**config.mk**
```make
export PLATFORM = sky130hd
export DESIGN_NAME = bcd_event_counter
export DESIGN_NICKNAME = d
export VERILOG_FILES = /design/src/rtl/bcd_pkg.sv /design/src/rtl/bcd_digit.sv /design/src/rtl/bcd_event_counter.sv
export SDC_FILE = /design/constraint.sdc
export NUM_CORES = 1
export LEC_CHECK = 0
export CORE_AREA = 2 2 71 100
export CTS_CLUSTER_SIZE = 28
export DETAILED_ROUTE_END_ITERATION = 12
export DIE_AREA = 0 0 73 102
export PLACE_DENSITY_LB_ADDON = 0.2
export SLEW_MARGIN = 15
export SYNTH_ARGS = -nofsm -noshare
export SYNTH_HDL_FRONTEND = slang
export SYNTH_SLANG_ARGS = --single-unit
```
**constraint.sdc**
```tcl
create_clock -name clk -period 2.2 [get_ports clk]
set_input_delay 0.66 -clock clk [delete_from_list [all_inputs] [get_ports clk]]
set_output_delay 0.66 -clock clk [all_outputs]
set_load 0.05 [all_outputs]
```
**src/rtl/bcd_pkg.sv**
```systemverilog
// Shared constants and helpers for the packed-BCD event counter.
package bcd_pkg;

    localparam int         BCD_DIGIT_W  = 4;
    localparam logic [3:0] BCD_MAX      = 4'd9;
    localparam int         BCD_MAX_BITS = 256;

    // Packed all-nines pattern for a count of 'width' bits (up to 64 digits).
    function automatic logic [BCD_MAX_BITS-1:0] bcd_all_nines(input int width);
        logic [BCD_MAX_BITS-1:0] r;
        r = '0;
        for (int i = 0; i < BCD_MAX_BITS / BCD_DIGIT_W; i++) begin
            if (i < width / BCD_DIGIT_W) begin
                r[i*BCD_DIGIT_W +: BCD_DIGIT_W] = BCD_MAX;
            end
        end
        return r;
    endfunction

endpackage

```
**src/rtl/bcd_digit.sv**
```systemverilog
// One BCD digit: counts 0..9 on carry-in, ripples carry-out at 9.
module bcd_digit
    import bcd_pkg::*;
(
    input  logic       clk,
    input  logic       reset_n,
    input  logic       clear,
    input  logic       inc,
    output logic [3:0] digit,
    output logic       carry_out
);

    logic [3:0] r_digit;

    always_ff @(posedge clk or negedge reset_n) begin
        if (!reset_n) begin
            r_digit <= '0;
        end else if (clear) begin
            r_digit <= '0;
        end else if (inc) begin
            r_digit <= (r_digit == BCD_MAX) ? 4'd0 : r_digit + 4'd1;
        end
    end

    assign digit     = r_digit;
    assign carry_out = inc && (r_digit == BCD_MAX);

endmodule

```
**src/rtl/bcd_event_counter.sv**
```systemverilog
// Debounced event counter with packed BCD count, overflow flag and snapshot latch.
module bcd_event_counter
    import bcd_pkg::*;
#(
    parameter int DIGITS          = 4,
    parameter int DEBOUNCE_CYCLES = 4,
    parameter int SATURATE        = 0
) (
    input  logic                  clk,
    input  logic                  reset_n,
    input  logic                  event_in,
    input  logic                  enable,
    input  logic                  clear,
    input  logic                  latch,
    output logic [4*DIGITS-1:0]   count,
    output logic [4*DIGITS-1:0]   snapshot,
    output logic                  snapshot_valid,
    output logic                  overflow,
    output logic                  event_pulse
);

    localparam int              W         = BCD_DIGIT_W * DIGITS;
    localparam logic [W-1:0]    ALL_NINES = W'(bcd_all_nines(W));
    localparam int              DB_W      = (DEBOUNCE_CYCLES > 1) ? $clog2(DEBOUNCE_CYCLES) : 1;
    localparam logic [DB_W-1:0] DB_LAST   = DB_W'(DEBOUNCE_CYCLES - 1);

    logic            r_sync1;
    logic            r_sync2;
    logic [1:0]      r_sync_vld;
    logic            r_filt;
    logic            r_filt_d;
    logic [DB_W-1:0] r_db_cnt;
    logic            r_armed;
    logic            r_pulse;
    logic            r_ovf;
    logic [W-1:0]    r_snap;
    logic            r_snap_vld;

    logic [W-1:0]    w_count;
    logic [DIGITS:0] w_carry;
    logic            w_all_nines;
    logic            w_inc_req;
    logic            w_ovf_set;

    // Pulses are armed only once a genuine low has passed the synchronizer,
    // so an input already high when reset releases never counts.
    always_ff @(posedge clk or negedge reset_n) begin
        if (!reset_n) begin
            r_sync1    <= 1'b0;
            r_sync2    <= 1'b0;
            r_sync_vld <= 2'b00;
            r_filt     <= 1'b0;
            r_filt_d   <= 1'b0;
            r_db_cnt   <= '0;
            r_armed    <= 1'b0;
            r_pulse    <= 1'b0;
        end else begin
            r_sync1    <= event_in;
            r_sync2    <= r_sync1;
            r_sync_vld <= {r_sync_vld[0], 1'b1};
            if (r_sync2 != r_filt) begin
                if (r_db_cnt == DB_LAST) begin
                    r_filt   <= r_sync2;
                    r_db_cnt <= '0;
                end else begin
                    r_db_cnt <= r_db_cnt + DB_W'(1);
                end
            end else begin
                r_db_cnt <= '0;
            end
            r_filt_d <= r_filt;
            if (r_sync_vld[1] && !r_sync2) begin
                r_armed <= 1'b1;
            end
            r_pulse <= r_armed && r_filt && !r_filt_d;
        end
    end

    assign w_all_nines = (w_count == ALL_NINES);
    assign w_inc_req   = r_pulse && enable;
    assign w_carry[0]  = w_inc_req && !((SATURATE != 0) && w_all_nines);
    assign w_ovf_set   = (SATURATE != 0) ? (w_inc_req && w_all_nines) : w_carry[DIGITS];

    for (genvar g = 0; g < DIGITS; g++) begin : g_digit
        bcd_digit u_digit (
            .clk       (clk),
            .reset_n   (reset_n),
            .clear     (clear),
            .inc       (w_carry[g]),
            .digit     (w_count[g*BCD_DIGIT_W +: BCD_DIGIT_W]),
            .carry_out (w_carry[g+1])
        );
    end

    // Snapshot captures the pre-update count, so it survives a same-cycle clear.
    always_ff @(posedge clk or negedge reset_n) begin
        if (!reset_n) begin
            r_ovf      <= 1'b0;
            r_snap     <= '0;
            r_snap_vld <= 1'b0;
        end else begin
            if (clear) begin
                r_ovf <= 1'b0;
            end else if (w_ovf_set) begin
                r_ovf <= 1'b1;
            end
            if (latch) begin
                r_snap <= w_count;
            end
            r_snap_vld <= latch;
        end
    end

    assign count          = w_count;
    assign snapshot       = r_snap;
    assign snapshot_valid = r_snap_vld;
    assign overflow       = r_ovf;
    assign event_pulse    = r_pulse;

endmodule

```
# --- Yosys cells after proc, flatten, opt, wreduce, memory -nomap -nowiden ---
# Index checks and enable logic that the tools add are counted.
totals:
  regBits: 44
  input_bits: 6
  out_inout_bits: 35
  elab_cells: 58
classes:
  n_addsub: 5
  n_eq_ne: 6
  n_mux: 16
  n_reduce_logical: 16
op_table:
  columns: ["operator", "count"]
  rows:
  - ["$mux W4", 12]
  - ["$add A4 B1 Y4 const B", 4]
  - ["$eq A4 B4 Y1 const B", 4]
  - ["$reduce_bool A2 Y1", 5]
  - ["$logic_and A1 B1 Y1", 8]
  - ["$mux W2", 2]
  - ["$add A2 B1 Y2 const B", 1]
  - ["$eq A2 B2 Y1 const B", 1]
  - ["$logic_not A1 Y1", 2]
  - ["$mux W1", 2]
  - ["$reduce_and A2 Y1", 1]
  - ["$ne A1 B1 Y1", 1]

# --- Depth between registers and ports, before layout ---
# Gate-level depths: netlist of run 1.
logic_depth:
  depth_word: 7
  ltp_mapped: 7
  mapped_depth_nobuf: 6

# --- Modules after synthesis ---
# From an unflattened synthesis of run 1, not the netlist that was laid out.
hier_totals:
  cells_unflattened: 163
  hier_area_um2: 1995.7
modules_own_cells:
  columns: ["module", "n_inst", "cells_each", "area_per_inst_um2", "seq_area_each_um2"]
  rows:
  - ["bcd_event_counter", 1, 59, 1029.7, 700.7]
  - ["bcd_digit", 4, 26, 241.5, 100.1]

# --- Worst setup path after synthesis of run 1 ---
# No wires, ideal clock.
synth_path:
  path_kind: "reg2reg"
  start: "register g_digit[0].u_digit.r_digit[0]"
  end: "register g_digit[3].u_digit.r_digit[1]"
  setup_ns: 0.078
  arrival_time_ns: 1.835
  required_ns: 2.122
  slack_ns: 0.287
  stages_incl_launch_ff: 7
  n_path_buf: 1
  period_less_slack_ns: 1.913
  cell_sequence: "dfrtp_1 -> ha_1 -> and3b_1 -> buf_4 -> nand4_4 -> or3_1 -> a21oi_1"
synth_via:
  elab_chain_len: 5
synth_rtl:
  columns: ["element", "line", "text"]
  rows:
  - ["start: declaration", "bcd_digit.sv:13", "logic [3:0] r_digit;"]
  - ["start signal: assignment", "bcd_digit.sv:21", "r_digit <= (r_digit == BCD_MAX) ? 4'd0 : r_digit + 4'd1;"]
  - ["$eq A4 B4 Y1", "bcd_digit.sv:26", "assign carry_out = inc && (r_digit == BCD_MAX);"]
  - ["$logic_and A1 B1 Y1 (3 in a row)", "bcd_digit.sv:26", null]
  - ["$reduce_bool A2 Y1 (no source line)", null, null]
  - ["end signal: assignment", "bcd_digit.sv:21", null]
  - ["end: declaration", "bcd_digit.sv:13", null]
# No other way between the ends.
# A chain may end at the register's enable or synchronous reset.

# --- Final worst setup path of run 1 ---
layout_path:
  start: "register r_ovf (netlist: overflow)"
  end: "output overflow"
layout_lines:
  columns: ["element", "line", "text"]
  rows:
  - ["start: declaration", "bcd_event_counter.sv:35", "logic r_ovf;"]
  - ["start signal: assignment", "bcd_event_counter.sv:98", "r_ovf <= 1'b0;"]
  - ["start signal: assignment", "bcd_event_counter.sv:103", "r_ovf <= 1'b0;"]
  - ["start signal: assignment", "bcd_event_counter.sv:105", "r_ovf <= 1'b1;"]
  - ["end: declaration", "bcd_event_counter.sv:18", "output logic overflow,"]
# No word-level cell between the ends.

==> impl_results.md, run 1 <==
- Max-slew violation count: 0
- Fin crit share: 96.6%
- Syn avg cell area: 11.8 um^2
- Row cnt: 35
- Number of synthesized register bits: 44
- Cell at the slowest stage of the critical path: clkdlybuf4s50_1
- Maxcap violations: 0
- Fmax: 471 MHz
- Drt via density: 4.76
- Worst-path cell chain: clkdlybuf4s50_1
- Max clock buf depth: 2
- Synthesized area: 0.00192 mm^2
- Chip width: 73 um
- Largest net degree at the start of global routing: 26
- Worst vdd ir: 0.315 mV
- Antenna-violating nets left: 0
- Most frequent cells in the layout: 44 x dfrtp_1, 23 x buf_4, 19 x clkdlybuf4s50_1, 17 x mux2_2, 11 x a21oi_1
- Number of clock sinks: 44
- Post-route insts no fill: 284
- Crit Path Category: flop to output pin
- Tmin final: 2.13 ns
- # diodes: 0
- WP buf/inv: 1
- Vias: 1353
- Clock latency on the worst-skew pair: 0.30 ns
- Mapped Nets: 175
- Crit-path max FO: 2
- Setup Total Neg Slack: 0 ns
- Worst hold path class: input port to async pin
- Family with the most delay on the worst path: buffers and inverters
- Commonest non-fill, non-tap cell in the layout: dfrtp_1
- Crit start category: flop
- Fraction of layout instances using a drive strength above 1: 26.7%
- Area Overhead vs Synth: 30.7%
- Hold-fix buffers, CTS: 0
- Top Ports: 41
- WL final: 3.89 mm
- RSZ-0062 raised after global routing: no
- Critical Path Sink Type: output pin
- Reg clk slew, reported paths: 0.08 ns
- Core area: 0.00653 mm^2
- Postcts setup bufs: 0
- WP data required: 1.54 ns
- Slew headroom: 66.6%
- Yosys warnings: 0
- # port buffers: 40
- LEAKAGE: 0.00115 uW
- R2R setup slack: 0.39 ns
- Max stage delay on crit path: 0.80 ns
- CTS resizes: 0
- Initial antenna violation count: 0
- Setup violators final: 0
- Slew @ Worst Pin: 0.500 ns
- Congestion Overflow GR: 0
- Power per cell area: 720 mW/mm^2
- Cells after DPL: 276
- Post-Route Skew: 0.00564 ns
- Initial cell density of the core: 29.4%
- Seq/Total Area, Yosys: 57.4%
- Die H: 102 um
- Fill cell count: 670
- Outcome: finished clean
- Net count, final: 222
- Final Hold Fails: 0
- First-pass GRT wire length: 6.75 mm
- Die area: 0.00745 mm^2
- CTS H-tree lvls: 2
- Initial DRC Count: 27
- Vias in the first global route: 1376
- Detailed Routing Iterations Pass 1: 4
- Clk root buf: clkbuf_8
- Total GRT Usage: 11.6%
- Routed WL per cell: 13.7 um
- GP Congestion: 0.743
- Drt drc: 0
- TritonCTS clock tree: done
- Number of CTS-inserted buffers: 5
- Crit path DAT: 1.47 ns
- Yosys cell types: 34
- Post-synthesis cell count: 162
- Post-DP HPWL: 2.75 mm
## cell type report
| cell class | instances | area (um^2) | share of cell area (%) |
|---|---|---|---|
| clock buffer | 5 | 68.8 | 2.75 |
| clock inverter | 3 | 42.5 | 1.70 |
| inverter | 9 | 33.8 | 1.35 |
| multi-input combinational | 104 | 759 | 30.3 |
| sequential | 44 | 1100 | 43.9 |
| tap | 74 | 92.6 | 3.69 |
| timing repair buffer | 45 | 408 | 16.3 |
## layer usage
layer	vias up	routed length, um	share of wire [%]	global-route usage (%)
li1	655	-	-	-
met1	666	1730	44	15.2
met2	27	2000	51	18.7
met3	5	126	3.2	2.66
met4	0	38	0.98	3.85
met5	-	0	0	0
## registers in the layout, summed over array words and instances, names as in the netlist
signal	count
snapshot_valid	1
g_digit.u_digit.digit	16
overflow	1
r_sync2	1
snapshot	16
r_filt_d	1
r_sync_vld	2
event_pulse	1
r_armed	1
r_db_cnt	2
r_sync1	1
r_filt	1
## synth_stat cells
cell	number	share of area, %
or2_2	1	0.33
nand4_4	1	1.1
nand3b_1	4	1.6
a21o_1	1	0.39
clkbuf_1	3	0.59
a311o_1	1	0.52
mux2_2	17	10
xor2_1	1	0.46
inv_1	9	1.8
nor2b_1	3	0.98
mux2i_1	1	0.52
nand3_1	4	1.0
and2_2	1	0.39
ha_1	7	4.6
o21ai_0	6	1.6
and2_1	2	0.65
o41ai_1	2	0.91
buf_2	1	0.26
a31oi_1	1	0.33
buf_4	1	0.39
conb_1	1	0.20
nor4_1	3	0.98
nand2_1	9	1.8
nor2_1	10	2.0
or3_1	3	0.98
dfrtp_1	44	57
and4bb_4	1	0.85
nor3_1	6	1.6
and3b_2	1	0.52
nand4_1	1	0.33
xnor2_1	3	1.4
a21oi_1	11	2.9
and3b_1	1	0.46
a211o_1	1	0.46
## per-stage QoR
step / instance area [um^2] / hold WS [ns] / power (uW) / util (%) / setup WS (ns)
detailed placement: 2390 / 0.337 / 1210 / 36.7 / 0.0960
global placement: 2390 / 0.333 / 1200 / 36.7 / 0.124
CTS: 2510 / 0.330 / 1840 / 38.4 / 0.0555
floorplan: 1920 / 0.331 / 1090 / - / 0.287
global route: 2510 / 0.352 / 1900 / 38.4 / 0.0151
finish: 2510 / 0.314 / 1810 / 38.4 / 0.0748
## logic make-up after synthesis
group	share of synthesized area, %
AND/OR/NAND/NOR	15.5
flip-flops	57.4
AO/OA/AOI/OAI	7.05
multiplexers	10.5
buffers and inverters	3.00
adder cells (fa/ha/maj)	4.57
XOR/XNOR	1.83
other	0.196
## final timing paths
kind	startpoint	end	depth (start not counted)
min in group clk	r_sync1	r_sync2	0
worst min register to register	r_sync1	r_sync2	0
worst max register to register	g_digit[0].u_digit.digit[0]	g_digit[3].u_digit.digit[1]	5
max in group asynchronous	reset_n	snapshot[8]	2
worst max-delay path	overflow	overflow	1
worst min-delay path	reset_n	snapshot[1]	1
## power breakdown
part	internal [uW]	total [uW]	switching, uW
sequential	866	908	42.1
combinational	105	275	170
clock	336	622	286
total	1310	1810	498
No activity file was read; power rests on OpenSTA's default activity.
==> inputs of run 2 (changes only) <==
- CORE_AREA: 2 2 71 100 -> 2 2 62 87
- DIE_AREA: 0 0 73 102 -> 0 0 64 89
==> run 2 against run 1 <==
  * Critical path depth is the same
  * Sequential power is essentially flat
  * Highest routed layer unchanged
  * Utilization grew 12 points
  * First-iteration DRC count grew 130%
  * Fmax grew 0.44%
  * Critical path type unchanged
  * Sequential share of layout area grew 0.78 points
  * Via count grew 2.7%
  * Final cell count shrank 3.2%
  * Largest power group unchanged
  * Largest cell class unchanged
  * Die area shrank 24%
  * Global-route usage grew 4.2 points
==> impl_results.md, run 2 (synthesized netlist as in run 1, its figures left out) <==
- Net count, final: 223 (was 222)
- Multi-input gate area: 759 um^2 (unchanged)
- Worst-path cell chain: clkdlybuf4s50_1 (unchanged)
- LEAKAGE: 0.00113 uW (was 0.00115 uW)
- Reg clk slew, reported paths: 0.08 ns (about the same)
- Area Overhead vs Synth: 28.4% (was 30.7%)
- Outcome: finished clean (unchanged)
- Most frequent cells in the layout: 44 x dfrtp_1, 23 x buf_4, 22 x clkdlybuf4s50_1, 17 x mux2_2, 11 x a21oi_1 (was 44 x dfrtp_1, 23 x buf_4, 19 x clkdlybuf4s50_1, 17 x mux2_2, 11 x a21oi_1)
- R2R setup slack: 0.29 ns (was 0.39 ns)
- TritonCTS clock tree: done (unchanged)
- Max stage delay on crit path: 0.81 ns (was 0.80 ns)
- Antenna-violating nets left: 0 (unchanged)
- Maxcap violations: 0 (unchanged)
- Chip width: 64 um (was 73 um)
- Top Ports: 41 (unchanged)
- Post-route insts no fill: 275 (was 284)
- Register area: 0.00110 mm^2 (unchanged)
- GP Congestion: 0.907 (was 0.743)
- Slew @ Worst Pin: 0.542 ns (was 0.500 ns)
- Initial antenna violation count: 0 (unchanged)
- Drt drc: 0 (unchanged)
- Critical Path Sink Type: output pin (unchanged)
- Clock latency on the worst-skew pair: 0.29 ns (was 0.30 ns)
- Slew headroom: 63.8% (was 66.6%)
- Crit start category: flop (unchanged)
- Worst hold path class: input port to async pin (unchanged)
- Routed WL per cell: 14.3 um (was 13.7 um)
- Critical Path Stages: 1 (unchanged)
- Cell at the slowest stage of the critical path: clkdlybuf4s50_1 (unchanged)
- Area after DPL: 0.00237 mm^2 (was 0.00239 mm^2)
- Hold-fix buffers, CTS: 0 (unchanged)
- Setup Total Neg Slack: 0 ns (unchanged)
- Final Hold Fails: 0 (unchanged)
- Worst vdd ir: 0.548 mV (was 0.315 mV)
- Postcts setup bufs: 0 (unchanged)
- Worst r2r dst: g_digit[3].u_digit.digit[1] (unchanged)
- # diodes: 0 (unchanged)
- First-pass GRT wire length: 6.89 mm (was 6.75 mm)
- Die area: 0.00570 mm^2 (was 0.00745 mm^2)
- Die H: 89 um (was 102 um)
- Vias in the first global route: 1470 (was 1376)
- Detailed Routing Iterations Pass 1: 4 (unchanged)
- Crit-path max FO: 2 (unchanged)
- WP data required: 1.54 ns (about the same)
- Startpoint of the worst register-to-register path: g_digit[0].u_digit.digit[1] (was g_digit[0].u_digit.digit[0])
- Max clock buf depth: 2 (unchanged)
- Tmin final: 2.12 ns (was 2.13 ns)
- Family with the most delay on the worst path: buffers and inverters (unchanged)
- Clk root buf: clkbuf_8 (unchanged)
- Crit path DAT: 1.46 ns (was 1.47 ns)
- Power per cell area: 687 mW/mm^2 (was 720 mW/mm^2)
- Post-route cell area: 0.00246 mm^2 (was 0.00251 mm^2)
- CTS H-tree lvls: 2 (unchanged)
- Total GRT Usage: 15.8% (was 11.6%)
- Commonest non-fill, non-tap cell in the layout: dfrtp_1 (unchanged)
- RSZ-0062 raised after global routing: no (unchanged)
- Fin util: 50.9% (was 38.4%)
- Post-DP HPWL: 2.88 mm (was 2.75 mm)
- Crit Path Category: flop to output pin (unchanged)
- Core area: 0.00484 mm^2 (was 0.00653 mm^2)
- Fmax: 473 MHz (was 471 MHz)
- Congestion Overflow GR: 0 (unchanged)
- Fill cell count: 424 (was 670)
- # port buffers: 40 (unchanged)
- Largest net degree at the start of global routing: 25 (was 26)
- Cells after DPL: 267 (was 276)
- Row cnt: 30 (was 35)
- Number of clock sinks: 44 (unchanged)
- WL final: 3.94 mm (was 3.89 mm)
- Initial DRC Count: 62 (was 27)
- Vias: 1389 (was 1353)
- Fin crit share: 96.2% (was 96.6%)
- Max-slew violation count: 0 (unchanged)
- Drt via density: 5.05 (was 4.76)
- Setup violators final: 0 (unchanged)
- Post-Route Skew: 0.00830 ns (was 0.00564 ns)
- CTS resizes: 0 (unchanged)
- FF-to-FF path depth: 6 (was 5)
- Fraction of layout instances using a drive strength above 1: 24.6% (was 26.7%)
- WP buf/inv: 1 (unchanged)
- Initial cell density of the core: 39.6% (was 29.4%)
- Number of CTS-inserted buffers: 5 (unchanged)
run 2: cell count changes in the layout (fill, tap and decap cells not counted):
| cell | previous run | this run |
|---|---|---|
| buf_12 | 2 | 0 |
| bufinv_16 | 1 | 0 |
| clkbuf_1 | 0 | 2 |
| clkbuf_8 | 5 | 6 |
| clkdlybuf4s50_1 | 19 | 22 |
| clkinv_2 | 1 | 0 |
| clkinvlp_4 | 1 | 0 |
run 2: worst max path at each step:
stage,from,slack (ns),endpoint
floorplan,g_digit[0].u_digit.digit[0],0.29,g_digit[3].u_digit.digit[1]
global placement,enable,0.15,g_digit[3].u_digit.digit[1]
detailed placement,enable,0.02,g_digit[3].u_digit.digit[1]
CTS,snapshot[11],0.07,snapshot[11]
global route,snapshot[11],0.03,snapshot[11]
finish,snapshot[11],0.08,snapshot[11]
run 2: layout make-up:
| cell class | count | share of cell area [%] |
|---|---|---|
| timing repair buffer | 46 | 16.2 |
| tap | 64 | 3.25 |
| multi-input combinational | 104 | 30.8 |
| clock buffer | 8 | 3.66 |
| sequential | 44 | 44.7 |
| inverter | 9 | 1.37 |
run 2: metal layers:
metal	vias to the layer above	share of wire [%]	track usage, %
li1	655	-	-
met1	692	41	18.2
met2	35	53	27.7
met3	7	4.1	4.41
met4	0	1.8	6.52
met5	-	0	0
run 2: power by group:
part	total, uW	switching [uW]	internal (uW)
Sequential	908	41.8	866
Combinational	270	168	102
Clock	515	258	256
Total	1690	468	1220
run 2: per-stage QoR:
stage / setup slack, ns / hold slack (ns) / total power (uW)
detailed placement: 0.0243 / 0.344 / 1200
global placement: 0.147 / 0.334 / 1190
global route: 0.0300 / 0.371 / 1800
finish: 0.0841 / 0.342 / 1690
CTS: 0.0682 / 0.357 / 1720
floorplan: 0.287 / 0.331 / 1090
